[src/rtl/seg7_pkg.sv]
`default_nettype none
// ============================================================================
// Module      : seg7_pkg
// Description : Shared constants and types for the max_seg7_display block:
//               blank pattern, active-low hex glyph table, scan state
//               encoding and a constant-width helper.
// Revision    : 1.0 - initial release
// ============================================================================
package seg7_pkg;

   // All segments off (active-low).
   localparam logic [6:0] SEG7_BLANK = 7'h7F;

   // Hex glyphs, active-low, bit order {g,f,e,d,c,b,a}.
   // 'b' and 'd' are drawn lowercase so they differ from '8' and '0'.
   localparam logic [6:0] HEX_GLYPH [16] = '{
      7'h40, // 0
      7'h79, // 1
      7'h24, // 2
      7'h30, // 3
      7'h19, // 4
      7'h12, // 5
      7'h02, // 6
      7'h78, // 7
      7'h00, // 8
      7'h10, // 9
      7'h08, // A
      7'h03, // b
      7'h46, // C
      7'h21, // d
      7'h06, // E
      7'h0E  // F
   };

   // Scanner state: BLANK is only visited after reset.
   typedef enum logic {
      ST_BLANK = 1'b0,
      ST_SCAN  = 1'b1
   } scan_state_e;

   // Ceiling log2; returns 0 for values <= 1.
   function automatic int clog2(input int value);
      int w;
      w = 0;
      for (int i = 0; i < 31; i++) begin
         if ((1 << i) < value) begin
            w = i + 1;
         end
      end
      return w;
   endfunction

endpackage
`default_nettype wire

[src/rtl/hex_to_seg7.sv]
`default_nettype none
// ============================================================================
// Module      : hex_to_seg7
// Description : Combinational hex nibble to active-low 7-segment glyph.
// Ports       : nibble [3:0] in  - value 0..F
//               seg    [6:0] out - segments {g,f,e,d,c,b,a}, active-low
// Revision    : 1.0 - initial release
// ============================================================================
module hex_to_seg7
   import seg7_pkg::*;
(
   input  logic [3:0] nibble,
   output logic [6:0] seg
);

   assign seg = HEX_GLYPH[nibble];

endmodule
`default_nettype wire

[src/rtl/max_seg7_display.sv]
`default_nettype none
// ============================================================================
// Module      : max_seg7_display
// Description : Glitch-filters the CPU's 16-bit max result bus and shows the
//               settled value as four hex digits on a multiplexed
//               common-anode 7-segment display.
// Ports       : clk      in       system clock, rising edge
//               rst      in       asynchronous reset, active-low
//               max      in  [15] CPU result bus, may change any cycle
//               freeze   in       hold displayed value, ignore new values
//               an       out [3]  digit anodes, active-low
//               seg      out [6]  segments {g,f,e,d,c,b,a}, active-low
//               dp       out      decimal point, active-low (digit 0, frozen)
//               shown    out [15] value currently displayed
//               updated  out      one-cycle pulse after shown changes
// Revision    : 1.0 - initial release
// ============================================================================
module max_seg7_display
   import seg7_pkg::*;
#(
   parameter int CLK_HZ        = 50_000_000,
   parameter int SCAN_HZ       = 1_000,
   parameter int STABLE_CYCLES = 4,
   parameter int LZ_BLANK      = 0
) (
   input  logic        clk,
   input  logic        rst,
   input  logic [15:0] max,
   input  logic        freeze,
   output logic [3:0]  an,
   output logic [6:0]  seg,
   output logic        dp,
   output logic [15:0] shown,
   output logic        updated
);

   localparam int DIV    = CLK_HZ / SCAN_HZ;
   localparam int DIV_W  = (clog2(DIV) < 1) ? 1 : clog2(DIV);
   localparam int STAB_W = (clog2(STABLE_CYCLES) < 1) ? 1 : clog2(STABLE_CYCLES);

   localparam logic [DIV_W-1:0]  DIV_LAST  = DIV_W'(DIV - 1);
   localparam logic [STAB_W-1:0] STAB_LAST = STAB_W'(STABLE_CYCLES - 1);

   // ------------------------------------------------------------------------
   // State
   // ------------------------------------------------------------------------
   logic [15:0]       cand_q,     cand_d;
   logic [STAB_W-1:0] stab_cnt_q, stab_cnt_d;
   logic [15:0]       shown_q,    shown_d;
   logic              updated_q,  updated_d;
   logic [DIV_W-1:0]  div_cnt_q,  div_cnt_d;
   scan_state_e       state_q,    state_d;   // ST_SCAN doubles as scan enable
   logic [1:0]        digit_q,    digit_d;
   logic [3:0]        an_q,       an_d;
   logic [6:0]        seg_q,      seg_d;
   logic              dp_q,       dp_d;

   logic              same;
   logic              accept;
   logic              tick;
   logic [3:0]        nibble;
   logic [6:0]        glyph;
   logic              lz_blank;

   // ------------------------------------------------------------------------
   // Stability filter
   // ------------------------------------------------------------------------
   always_comb begin
      cand_d     = cand_q;
      stab_cnt_d = stab_cnt_q;
      shown_d    = shown_q;

      same   = (max == cand_q);
      // The counter keeps running while frozen so a settled value is
      // accepted on the very first edge after freeze drops.
      accept = same && (stab_cnt_q == STAB_LAST) && (cand_q != shown_q) && !freeze;

      if (!same) begin
         cand_d     = max;
         stab_cnt_d = '0;
      end else if (stab_cnt_q != STAB_LAST) begin
         stab_cnt_d = stab_cnt_q + 1'b1;
      end

      if (accept) begin
         shown_d = cand_q;
      end
      updated_d = accept;
   end

   // ------------------------------------------------------------------------
   // Scan divider and digit sequencer
   // ------------------------------------------------------------------------
   always_comb begin
      tick      = (div_cnt_q == DIV_LAST);
      div_cnt_d = tick ? '0 : div_cnt_q + 1'b1;
      state_d   = state_q;
      digit_d   = digit_q;

      if (tick) begin
         if (state_q == ST_BLANK) begin
            state_d = ST_SCAN;
            digit_d = 2'd0;
         end else begin
            digit_d = digit_q + 2'd1;
         end
      end
   end

   // ------------------------------------------------------------------------
   // Digit mux. Built from the next-state values so that anode, segments,
   // decimal point and displayed value all land in the same register update.
   // ------------------------------------------------------------------------
   always_comb begin
      case (digit_d)
         2'd0:    nibble = shown_d[3:0];
         2'd1:    nibble = shown_d[7:4];
         2'd2:    nibble = shown_d[11:8];
         default: nibble = shown_d[15:12];
      endcase
   end

   hex_to_seg7 u_hex_to_seg7 (
      .nibble (nibble),
      .seg    (glyph)
   );

   generate
      if (LZ_BLANK != 0) begin : g_lz_blank
         // A digit is a leading zero when it and every higher nibble are 0;
         // digit 0 always stays lit so a zero value still reads "0".
         always_comb begin
            case (digit_d)
               2'd0:    lz_blank = 1'b0;
               2'd1:    lz_blank = (shown_d[15:4]  == 12'h000);
               2'd2:    lz_blank = (shown_d[15:8]  == 8'h00);
               default: lz_blank = (shown_d[15:12] == 4'h0);
            endcase
         end
      end else begin : g_no_lz_blank
         assign lz_blank = 1'b0;
      end
   endgenerate

   always_comb begin
      an_d  = 4'b1111;
      seg_d = SEG7_BLANK;
      dp_d  = 1'b1;
      if ((state_d == ST_SCAN) && !lz_blank) begin
         an_d  = ~(4'b0001 << digit_d);
         seg_d = glyph;
         dp_d  = !(freeze && (digit_d == 2'd0));
      end
   end

   // ------------------------------------------------------------------------
   // Registers
   // ------------------------------------------------------------------------
   always_ff @(posedge clk or negedge rst) begin
      if (!rst) begin
         cand_q     <= '0;
         stab_cnt_q <= '0;
         shown_q    <= '0;
         updated_q  <= 1'b0;
         div_cnt_q  <= '0;
         state_q    <= ST_BLANK;
         digit_q    <= 2'd0;
         an_q       <= 4'b1111;
         seg_q      <= SEG7_BLANK;
         dp_q       <= 1'b1;
      end else begin
         cand_q     <= cand_d;
         stab_cnt_q <= stab_cnt_d;
         shown_q    <= shown_d;
         updated_q  <= updated_d;
         div_cnt_q  <= div_cnt_d;
         state_q    <= state_d;
         digit_q    <= digit_d;
         an_q       <= an_d;
         seg_q      <= seg_d;
         dp_q       <= dp_d;
      end
   end

   assign an      = an_q;
   assign seg     = seg_q;
   assign dp      = dp_q;
   assign shown   = shown_q;
   assign updated = updated_q;

endmodule
`default_nettype wire

[config.mk]
export PLATFORM = sky130hd
export DESIGN_NAME = max_seg7_display
export DESIGN_NICKNAME = d
export VERILOG_FILES = /design/src/rtl/seg7_pkg.sv /design/src/rtl/hex_to_seg7.sv /design/src/rtl/max_seg7_display.sv
export SDC_FILE = /design/constraint.sdc
export NUM_CORES = 1
export LEC_CHECK = 0
export ABC_AREA = 1
export CAP_MARGIN = 40
export CELL_PAD_IN_SITES_DETAIL_PLACEMENT = 1
export CELL_PAD_IN_SITES_GLOBAL_PLACEMENT = 1
export CORE_AREA = 2 2 134 84
export CTS_CLUSTER_SIZE = 20
export DETAILED_ROUTE_END_ITERATION = 8
export DIE_AREA = 0 0 136 86
export HOLD_SLACK_MARGIN = 0.08
export PLACE_DENSITY_LB_ADDON = 0.2
export SYNTH_ARGS = -nofsm -noshare
export SYNTH_HDL_FRONTEND = slang
export SYNTH_SLANG_ARGS = --single-unit
[constraint.sdc]
create_clock -name clk -period 7.1 [get_ports clk]
set_clock_uncertainty 0.2 [all_clocks]
set_input_delay 1.42 -clock clk [delete_from_list [all_inputs] [get_ports clk]]
set_output_delay 1.42 -clock clk [all_outputs]
set_load 0.005 [all_outputs]
==> flow_summary.yaml, run 1 <==
status:
  status: "finished clean"
global_route:
  grt_pass1_wl_um: 16170
  antenna_found_initial: 0
  gr-total-overflow: 0
  grt_pass1_vias: 3112
  grt_usage_pct: 18.38
  grt_max_degree: 44
sta:
  finalCritPeriodShare_pct: 61.01
  maxSlewViolCount: 0
  min_period_ps: 4332
  setup_viol: 0
  fin_tns_setup_ps: 0
  hold_viol_final: 0
  rsz0062_at_grt: "no"
  timing.fmax_ghz: 0.2308
  maxSlewHeadroom_pct: 61.79
  worstMarginPinSlew_ps: 571.1
power:
  p_per_area_mw_per_mm2: 187.1
  vdd_drop_max_uv: 99.96
  p_seq_share_pct: 46.6
  p_sw_share_pct: 22.59
  leakage_nw: 2.157
  clockPowerShare_pct: 48.1
  p_int_mw: 0.6442
  p_switching_mw: 0.1880
  p_comb_share_pct: 5.3
critical_path:
  reg2reg_to: "seg[3]"
  r2r_setup_slack_ps: 3840
  critical-path-top-delay-family: "simple AND/OR/NAND/NOR gates"
  path_cells: "clkdlybuf4s50_1 -> xnor2_1 -> nand2_1 -> nor2_1 -> nand2_1 -> nor2_8 -> nand3_4 -> o21ai_1 -> nand2_1 -> inv_1 -> nor2_2 -> ha_1 -> inv_1 -> nand2_1 -> nand2_1 -> nand2_1 -> nand3_1"
  startpoint: "max[1]"
  worst_ep_arrival_time_ps: 4390
  slowest_stage: "clkdlybuf4s50_1"
  cp-start-kind: "input port"
  ff2ff_path_depth: 16
  worstSetupPathType: "in2reg"
  critical_path.max_stage_delay_ps: 510
  worstReg2RegStart: "cand_q[2]"
  crit_fanout: 24
  cpMostUsedCell: "nand2_1"
  crit_path_end_kind: "flop"
  required_ps: 7160
  crit_buf_inv: 3
min_path:
  hold_path.class: "reg2reg"
  holdPathEnd: "div_cnt_q[0]"
  worstHoldPathCells: 1
  min_from: "div_cnt_q[0]"
clocking:
  insertion_delay_ps: 340
  cts_hold_buf: 0
  clock-sinks: 66
  cts_made_buffers: 9
  cts.path.max_buffers: 2
  tritoncts: "yes"
  cts_resized: 0
  clkTransAtPathRegs_ps: 50
  cts_setup_buffers: 0
  htree_levels: 3
  cts_root_buf: "clkbuf_16"
logic_synthesis:
  async_reset_ff_share_pct: 100.0
  synth-seq-area-share_pct: 46.30
  ys_warn_count: 0
  ys_types: 39
  synth_seq_cells: 66
  syn_avg_cell_area_sq_um: 7.758
  synth_edf_count: 0
  synth_fp_nets: 491
  synth_ff_type: "dfrtp_1"
  syn_inst: 464
  syn_area_sq_mm: 0.003600
placed_design:
  gp_congestion: 0.8346
  port_buffers: 47
  dp_hpwl_um: 7477
floorplanning:
  boundaryPins: 48
  die_h_um: 86
  die_area_sq_mm: 0.01170
  die_x_um: 136
  core-area_sq_mm: 0.01038
  initial_core_util_pct: 34.69
  num_rows: 29
finish:
  layout-drive-gt1-share_pct: 13.56
  post-route-util_pct: 42.86
  layout_common_cells: "146 x nand2_1, 61 x inv_1, 54 x dfrtp_1"
  antenna-diode-count: 0
  nets: 532
  syn_to_final_growth_pct: 23.57
  layout_commonest_cell: "nand2_1"
drt:
  ant_nets: 0
  wl_per_cell_um: 14.84
  via_per_inst: 4.640
  drt-total-wl_um: 9617
  drtIter0Drc: 189
  routed-via-count: 3007
  drc: 0
  dr.pass1.iters: 4
job:
  drv_cap: 0
[final cells by class]
| class | instances | area, sq um |
|---|---|---|
| Clock inverter | 3 | 17.52 |
| Inverter | 75 | 282.8 |
| Timing Repair Buffer | 49 | 500.5 |
| Multi-Input combinational cell | 304 | 1560 |
| Clock buffer | 12 | 246.5 |
| Tap cell | 139 | 173.9 |
| Sequential cell | 66 | 1667 |
| Fill cell | 1276 | 5929 |
[synth_stat cells, types with 2 or more instances]
master      n  area [sq um]
buf_6       2         22.52
dfstp_2    12         315.3
a21oi_1     7         35.03
nand3_2     2         20.02
clkbuf_1   16         60.06
and2_1      2         12.51
nor3_1      7         35.03
ha_1        8         100.1
o21ai_1     5         25.02
nand4_1    10         62.56
nor2_2      4         25.02
nor2_1     36         135.1
inv_2      12         45.04
xnor2_1    14         122.6
nand3_1    22         110.1
o21ai_0     4         20.02
xor2_1      4         35.03
nand2_1   146         548.0
o21a_1      4         30.03
dfrtp_1    54          1351
nand2_2    15         93.84
inv_1      61         229.0
[routing by layer]
| layer | routed length (um) | vias to the layer above | track usage [%] |
|---|---|---|---|
| met3 | 474 | 10 | 4.374 |
| met2 | 3895 | 56 | 25.72 |
| li1 | - | 1496 | - |
| met1 | 5136 | 1445 | 27.89 |
| met5 | 0 | - | 0 |
| met4 | 110 | 0 | 5.303 |
[state kept, by name (all words and copies together) (netlist names), 2 cells and up]
| name | count |
|---|---|
| an | 4 |
| div_cnt_q | 16 |
| cand_q | 16 |
| stab_cnt_q | 2 |
| seg | 7 |
| shown | 16 |
| digit_q | 2 |
[how the worst max path moves through the flow]
stage / end / slack, ps / cells after the start
floorplan: seg[3] / 3630 / 17
global route: seg[3] / 2510 / 18
CTS: seg[4] / 2770 / 15
global placement: seg[3] / 2540 / 17
finish: seg[3] / 2770 / 17
detailed placement: seg[4] / 2450 / 15
[worst reg2reg max path: cells and delay by family, from the launching register on]
kind | cells | cell delay (ps)
fa+ha+maj | 1 | 330
flops | 1 | 460
simple gates | 11 | 1460
buf+inv | 2 | 140
xor+xnor | 1 | 210
compound gates | 1 | 380
[power groups by stage]
stage,clock (mW),combinational [mW],sequential [mW]
after CTS,0.414,0.0452,0.388
after floorplan,0,0.0204,0.392
final,0.400,0.0440,0.388
after global placement,0,0.0417,0.394
after detailed placement,0,0.0451,0.394
after global routing,0.431,0.0499,0.389
[per-stage QoR]
step                      cells  worst slack (ps)  total power [mW]  hold slack [ps]  cell area [sq um]
after floorplan             464              3634            0.4125            232.9               3600
after global placement      632              2535            0.4358            252.0               4156
after detailed placement    633              2449            0.4394            262.7               4184
after CTS                   648              2768            0.8476            270.2               4448
after global routing        648              2505            0.8693            294.2               4448
final                       648              2768            0.8322            261.8               4448
[cells by family after synthesis]
logic type	after synthesis	synth area share (%)
AND/OR/NAND/NOR	253	32.12
adder cells (fa/ha/maj)	8	2.781
AO/OA/AOI/OAI	25	4.067
buffers and inverters	94	10.36
XOR/XNOR	18	4.380
flip-flops	66	46.30
Note: power is estimated with default switching activity, not from simulation.
==> inputs of run 2 (changes only) <==
==> constraint.sdc (replaced) <==
create_clock -name clk -period 3.7 [get_ports clk]
set_clock_uncertainty 0.2 [all_clocks]
set_input_delay 0.74 -clock clk [delete_from_list [all_inputs] [get_ports clk]]
set_output_delay 0.74 -clock clk [all_outputs]
set_load 0.005 [all_outputs]
==> flow_summary.yaml, run 2 (synthesized netlist as in run 1, its figures left out) <==
drt:
  drtIter0Drc: 91
  drc: 0
  wl_per_cell_um: 14.49
  drt-total-wl_um: 9521
  via_per_inst: 4.606
  ant_nets: 0
  dr.pass1.iters: 4
  routed-via-count: 3026
clocking:
  htree_levels: 3
  tritoncts: "yes"
  cts_setup_buffers: 0
  cts_resized: 0
  cts.path.max_buffers: 2
  clkTransAtPathRegs_ps: 60
  cts_made_buffers: 9
  insertion_delay_ps: 330
  clock-sinks: 66
  cts_root_buf: "clkbuf_16"
  cts_hold_buf: 0
floorplanning:
  die_x_um: 136
  die_area_sq_mm: 0.01170
  boundaryPins: 48
  num_rows: 29
  initial_core_util_pct: 34.69
  die_h_um: 86
  core-area_sq_mm: 0.01038
global_route:
  grt_pass1_vias: 3210
  grt_usage_pct: 17.95
  antenna_found_initial: 0
  grt_pass1_wl_um: 16060
  grt_max_degree: 37
  gr-total-overflow: 0
critical_path:
  required_ps: 3750
  worstSetupPathType: "in2reg"
  crit_fanout: 6
  worst_ep_arrival_time_ps: 3370
  slowest_stage: "clkdlybuf4s50_1"
  path_cells: "clkdlybuf4s50_1 -> xnor2_1 -> nand2_1 -> nor2_2 -> nand2_1 -> nor2_8 -> nand2_1 -> nor2_2 -> nor2_1 -> a21oi_1 -> nor2_1 -> nor2_4 -> inv_1 -> ha_1 -> nand3_1 -> nand2_1 -> nand2_1 -> nand3_1"
  crit_path_end_kind: "flop"
  critical_path.max_stage_delay_ps: 500
  cp-start-kind: "input port"
  cpMostUsedCell: "nand2_1"
  ff2ff_path_depth: 15
min_path:
  hold_path.class: "reg2reg"
  worstHoldPathCells: 1
power:
  leakage_nw: 2.210
  vdd_drop_max_uv: 204.7
  p_int_mw: 1.256
  power_mw: 1.608
  clockPowerShare_pct: 48.7
  p_comb_share_pct: 5.0
  p_sw_share_pct: 21.91
  p_per_area_mw_per_mm2: 355.3
  p_seq_share_pct: 46.2
  p_switching_mw: 0.3524
finish:
  fill_cells: 1260
  layout_common_cells: "146 x nand2_1, 61 x inv_1, 54 x dfrtp_1"
  nets: 540
  layout_commonest_cell: "nand2_1"
  post-route-util_pct: 43.62
  syn_to_final_growth_pct: 25.76
  layout-drive-gt1-share_pct: 15.25
  finalNonFillerCells: 657
  antenna-diode-count: 0
  finalInstanceArea_sq_mm: 0.004527
placed_design:
  dp.cells: 641
  dp_hpwl_um: 7679
  port_buffers: 47
  place_area_sq_mm: 0.004249
  gp_congestion: 0.8140
sta:
  maxSlewHeadroom_pct: 49.90
  finalCritPeriodShare_pct: 89.87
  hold_viol_final: 0
  worstMarginPinSlew_ps: 751.4
  maxSlewViolCount: 0
  setup_viol: 0
  min_period_ps: 3325
  fin_tns_setup_ps: 0
  rsz0062_at_grt: "no"
  timing.fmax_ghz: 0.3007
status:
  status: "finished clean"
job:
  drv_cap: 0
[run 2: cell count changes in the layout (fill, tap and decap cells not counted), sizes merged]
cell,delta
clkinv,+1
clkinvlp,-1
clkbuf,+1
buf,+8
[run 2: routing by layer]
layer / global-route usage [%] / share of wire, %
met1: 24.76 / 51
met2: 28.78 / 45
met3: 4.255 / 3.1
met4: 3.977 / 0.95
met5: 0 / 0
[run 2: area by class of cell]
cell class / count / area (sq um) / area share [%]
clock inverters: 3 / 15.01 / 0.3317
well taps: 139 / 173.9 / 3.842
inverters: 75 / 282.8 / 6.247
multi-input cells: 304 / 1563 / 34.52
clock buffers: 13 / 260.3 / 5.749
flip-flops and latches: 66 / 1667 / 36.82
repair buffers: 57 / 565.5 / 12.49
[run 2: final timing paths]
kind	slack (ps)	startpoint	to
worst min-delay path	270	div_cnt_q[0]	div_cnt_q[0]
worst max register to register	770	div_cnt_q[0]	seg[2]
worst max-delay path	370	max[1]	seg[3]
max in group asynchronous	2310	rst	an[0]
min in group asynchronous	280	rst	shown[9]
worst min register to register	270	div_cnt_q[0]	div_cnt_q[0]
[run 2: per-stage QoR]
step	hold slack, ps	worst slack, ps
3_5_place_dp	271.3	-50.29
6_report	272.8	374.9
4_1_cts	279.2	279.5
5_1_grt	294.1	36.59
2_1_floorplan	232.9	913.8
3_3_place_gp	253.0	67.04
[run 2: power by group through the flow]
stage	combinational (mW)	clock, mW	sequential [mW]
finish	0.0811	0.783	0.744
global route	0.0933	0.841	0.745
CTS	0.0840	0.807	0.744
detailed placement	0.0834	0	0.756
global placement	0.0815	0	0.755
floorplan	0.0391	0	0.753
[run 2: worst max-delay path, delay by kind of cell]
family / cells / cell delay (ps)
buffers and inverters: 2 / 600
adders and majority gates: 1 / 210
xor gates and xnor gates: 1 / 120
and+or+nand+nor: 13 / 1530
AOI/OAI and AO/OA: 1 / 160
==> inputs of run 3 (changes only) <==
--- a/config.mk
+++ b/config.mk
@@ -9,10 +9,10 @@
 export CAP_MARGIN = 40
 export CELL_PAD_IN_SITES_DETAIL_PLACEMENT = 1
 export CELL_PAD_IN_SITES_GLOBAL_PLACEMENT = 1
-export CORE_AREA = 2 2 134 84
+export CORE_AREA = 2 2 105 107
 export CTS_CLUSTER_SIZE = 20
 export DETAILED_ROUTE_END_ITERATION = 8
-export DIE_AREA = 0 0 136 86
+export DIE_AREA = 0 0 107 109
 export HOLD_SLACK_MARGIN = 0.08
 export PLACE_DENSITY_LB_ADDON = 0.2
 export SYNTH_ARGS = -nofsm -noshare
==> flow_summary.yaml, run 3 (synthesized netlist as in run 1, its figures left out) <==
clocking:
  cts.path.max_buffers: 2
  cts_made_buffers: 9
  tritoncts: "yes"
  cts_root_buf: "clkbuf_8"
  cts_resized: 0
  clkTransAtPathRegs_ps: 70
  cts_setup_buffers: 0
  clock-sinks: 66
  htree_levels: 3
  cts_hold_buf: 0
  insertion_delay_ps: 350
power:
  leakage_nw: 2.141
  vdd_drop_max_uv: 195.0
  p_per_area_mw_per_mm2: 328.1
  p_comb_share_pct: 5.7
  p_switching_mw: 0.3261
  p_int_mw: 1.117
  clockPowerShare_pct: 42.8
  p_seq_share_pct: 51.4
  p_sw_share_pct: 22.60
placed_design:
  gp_congestion: 0.7700
  dp.cells: 637
  port_buffers: 47
  dp_hpwl_um: 6967
sta:
  maxSlewViolCount: 0
  finalCritPeriodShare_pct: 93.90
  hold_viol_final: 0
  min_period_ps: 3474
  rsz0062_at_grt: "no"
  setup_viol: 0
  worstMarginPinSlew_ps: 389.0
  whs_ps: 193.1
  timing.fmax_ghz: 0.2878
  maxSlewHeadroom_pct: 74.07
global_route:
  gr-total-overflow: 0
  antenna_found_initial: 0
  grt_pass1_vias: 3092
  grt_pass1_wl_um: 14920
  grt_max_degree: 40
  grt_usage_pct: 16.73
min_path:
  hold_path.class: "in2async"
critical_path:
  crit_end: "seg[3]"
  worst_ep_arrival_time_ps: 3560
  worstSetupPathType: "in2reg"
  crit_fanout: 18
  startpoint: "max[0]"
  r2r_setup_slack_ps: 660
  crit_path_end_kind: "flop"
  worstReg2RegStart: "cand_q[0]"
  reg2reg_to: "seg[3]"
  required_ps: 3780
  ff2ff_path_depth: 16
  cp-start-kind: "input port"
drt:
  ant_nets: 0
  routed-via-count: 2977
  dr.pass1.iters: 4
  via_per_inst: 4.559
  wl_per_cell_um: 13.60
  drc: 0
  drt-total-wl_um: 8883
  drtIter0Drc: 61
floorplanning:
  die_area_sq_mm: 0.01166
  initial_core_util_pct: 33.95
  die_h_um: 109
  boundaryPins: 48
  core-area_sq_mm: 0.01060
  die_x_um: 107
  num_rows: 38
status:
  status: "finished clean"
finish:
  nets: 535
  layout-drive-gt1-share_pct: 14.04
  finalNonFillerCells: 653
  layout_common_cells: "146 x nand2_1, 61 x inv_1, 54 x dfrtp_1"
  antenna-diode-count: 0
  layout_commonest_cell: "nand2_1"
  syn_to_final_growth_pct: 22.18
job:
  drv_cap: 0
[run 3: metrics by stage]
| step | instance area, sq um | power (mW) | util, % | setup WS, ps | TNS (ps) |
|---|---|---|---|---|---|
| after floorplan | 3600 | 0.7916 | - | 913.8 | 0 |
| final | 4398 | 1.443 | 41.48 | 225.9 | 0 |
| after global placement | 4180 | 0.8355 | 39.43 | -135.4 | -538.5 |
| after global routing | 4398 | 1.517 | 41.48 | 28.31 | 0 |
| after detailed placement | 4200 | 0.8400 | 39.62 | -125.3 | -603.6 |
| after CTS | 4398 | 1.474 | 41.48 | 222.2 | 0 |
[run 3: power by group through the flow]
stage | combinational, mW | clock (mW) | sequential [mW]
finish | 0.0830 | 0.618 | 0.742
global route | 0.0943 | 0.679 | 0.743
CTS | 0.0858 | 0.647 | 0.742
detailed placement | 0.0849 | 0 | 0.755
global placement | 0.0805 | 0 | 0.755
floorplan | 0.0391 | 0 | 0.753
[run 3: layer usage]
layer,global-route usage [%],share of wire [%],vias up
li1,-,-,1499
met1,20.38,46,1424
met2,28.34,49,43
met3,5.439,3.4,11
met4,5.009,1.4,0
met5,0,0,-
[run 3: final cells by class]
class / count / area [sq um]
Clock buffer: 14 / 162.7
Timing Repair Buffer: 52 / 515.5
Tap cell: 140 / 175.2
Fill cell: 1303 / 6205
Inverter: 75 / 282.8
Clock inverter: 2 / 35.03
Sequential cell: 66 / 1667
Multi-Input combinational cell: 304 / 1560
[run 3: worst max-delay path: stages]
cell and delay, ps:
clkdlybuf4s50_1 500, xnor2_1 120, nand2_1 70, nor2_1 250, nand2_1 200, nor2_8 170
nand3_4 240, o21ai_1 310, nand2_1 150, nand3_2 110, nor2_4 50, ha_1 310
inv_1 70, nand2_1 70, nand2_1 70, nand2_1 50, nand3_1 70
[run 3: how the worst min path moves through the flow]
| stage | startpoint | end | slack, ps | depth (start not counted) |
|---|---|---|---|---|
| 2_1_floorplan | div_cnt_q[0] | div_cnt_q[0] | 230 | 1 |
| 3_3_place_gp | div_cnt_q[0] | div_cnt_q[0] | 250 | 1 |
| 3_5_place_dp | div_cnt_q[0] | div_cnt_q[0] | 260 | 1 |
| 4_1_cts | rst | shown[10] | 190 | 2 |
| 5_1_grt | rst | cand_q[11] | 220 | 2 |
| 6_report | rst | shown[1] | 190 | 2 |
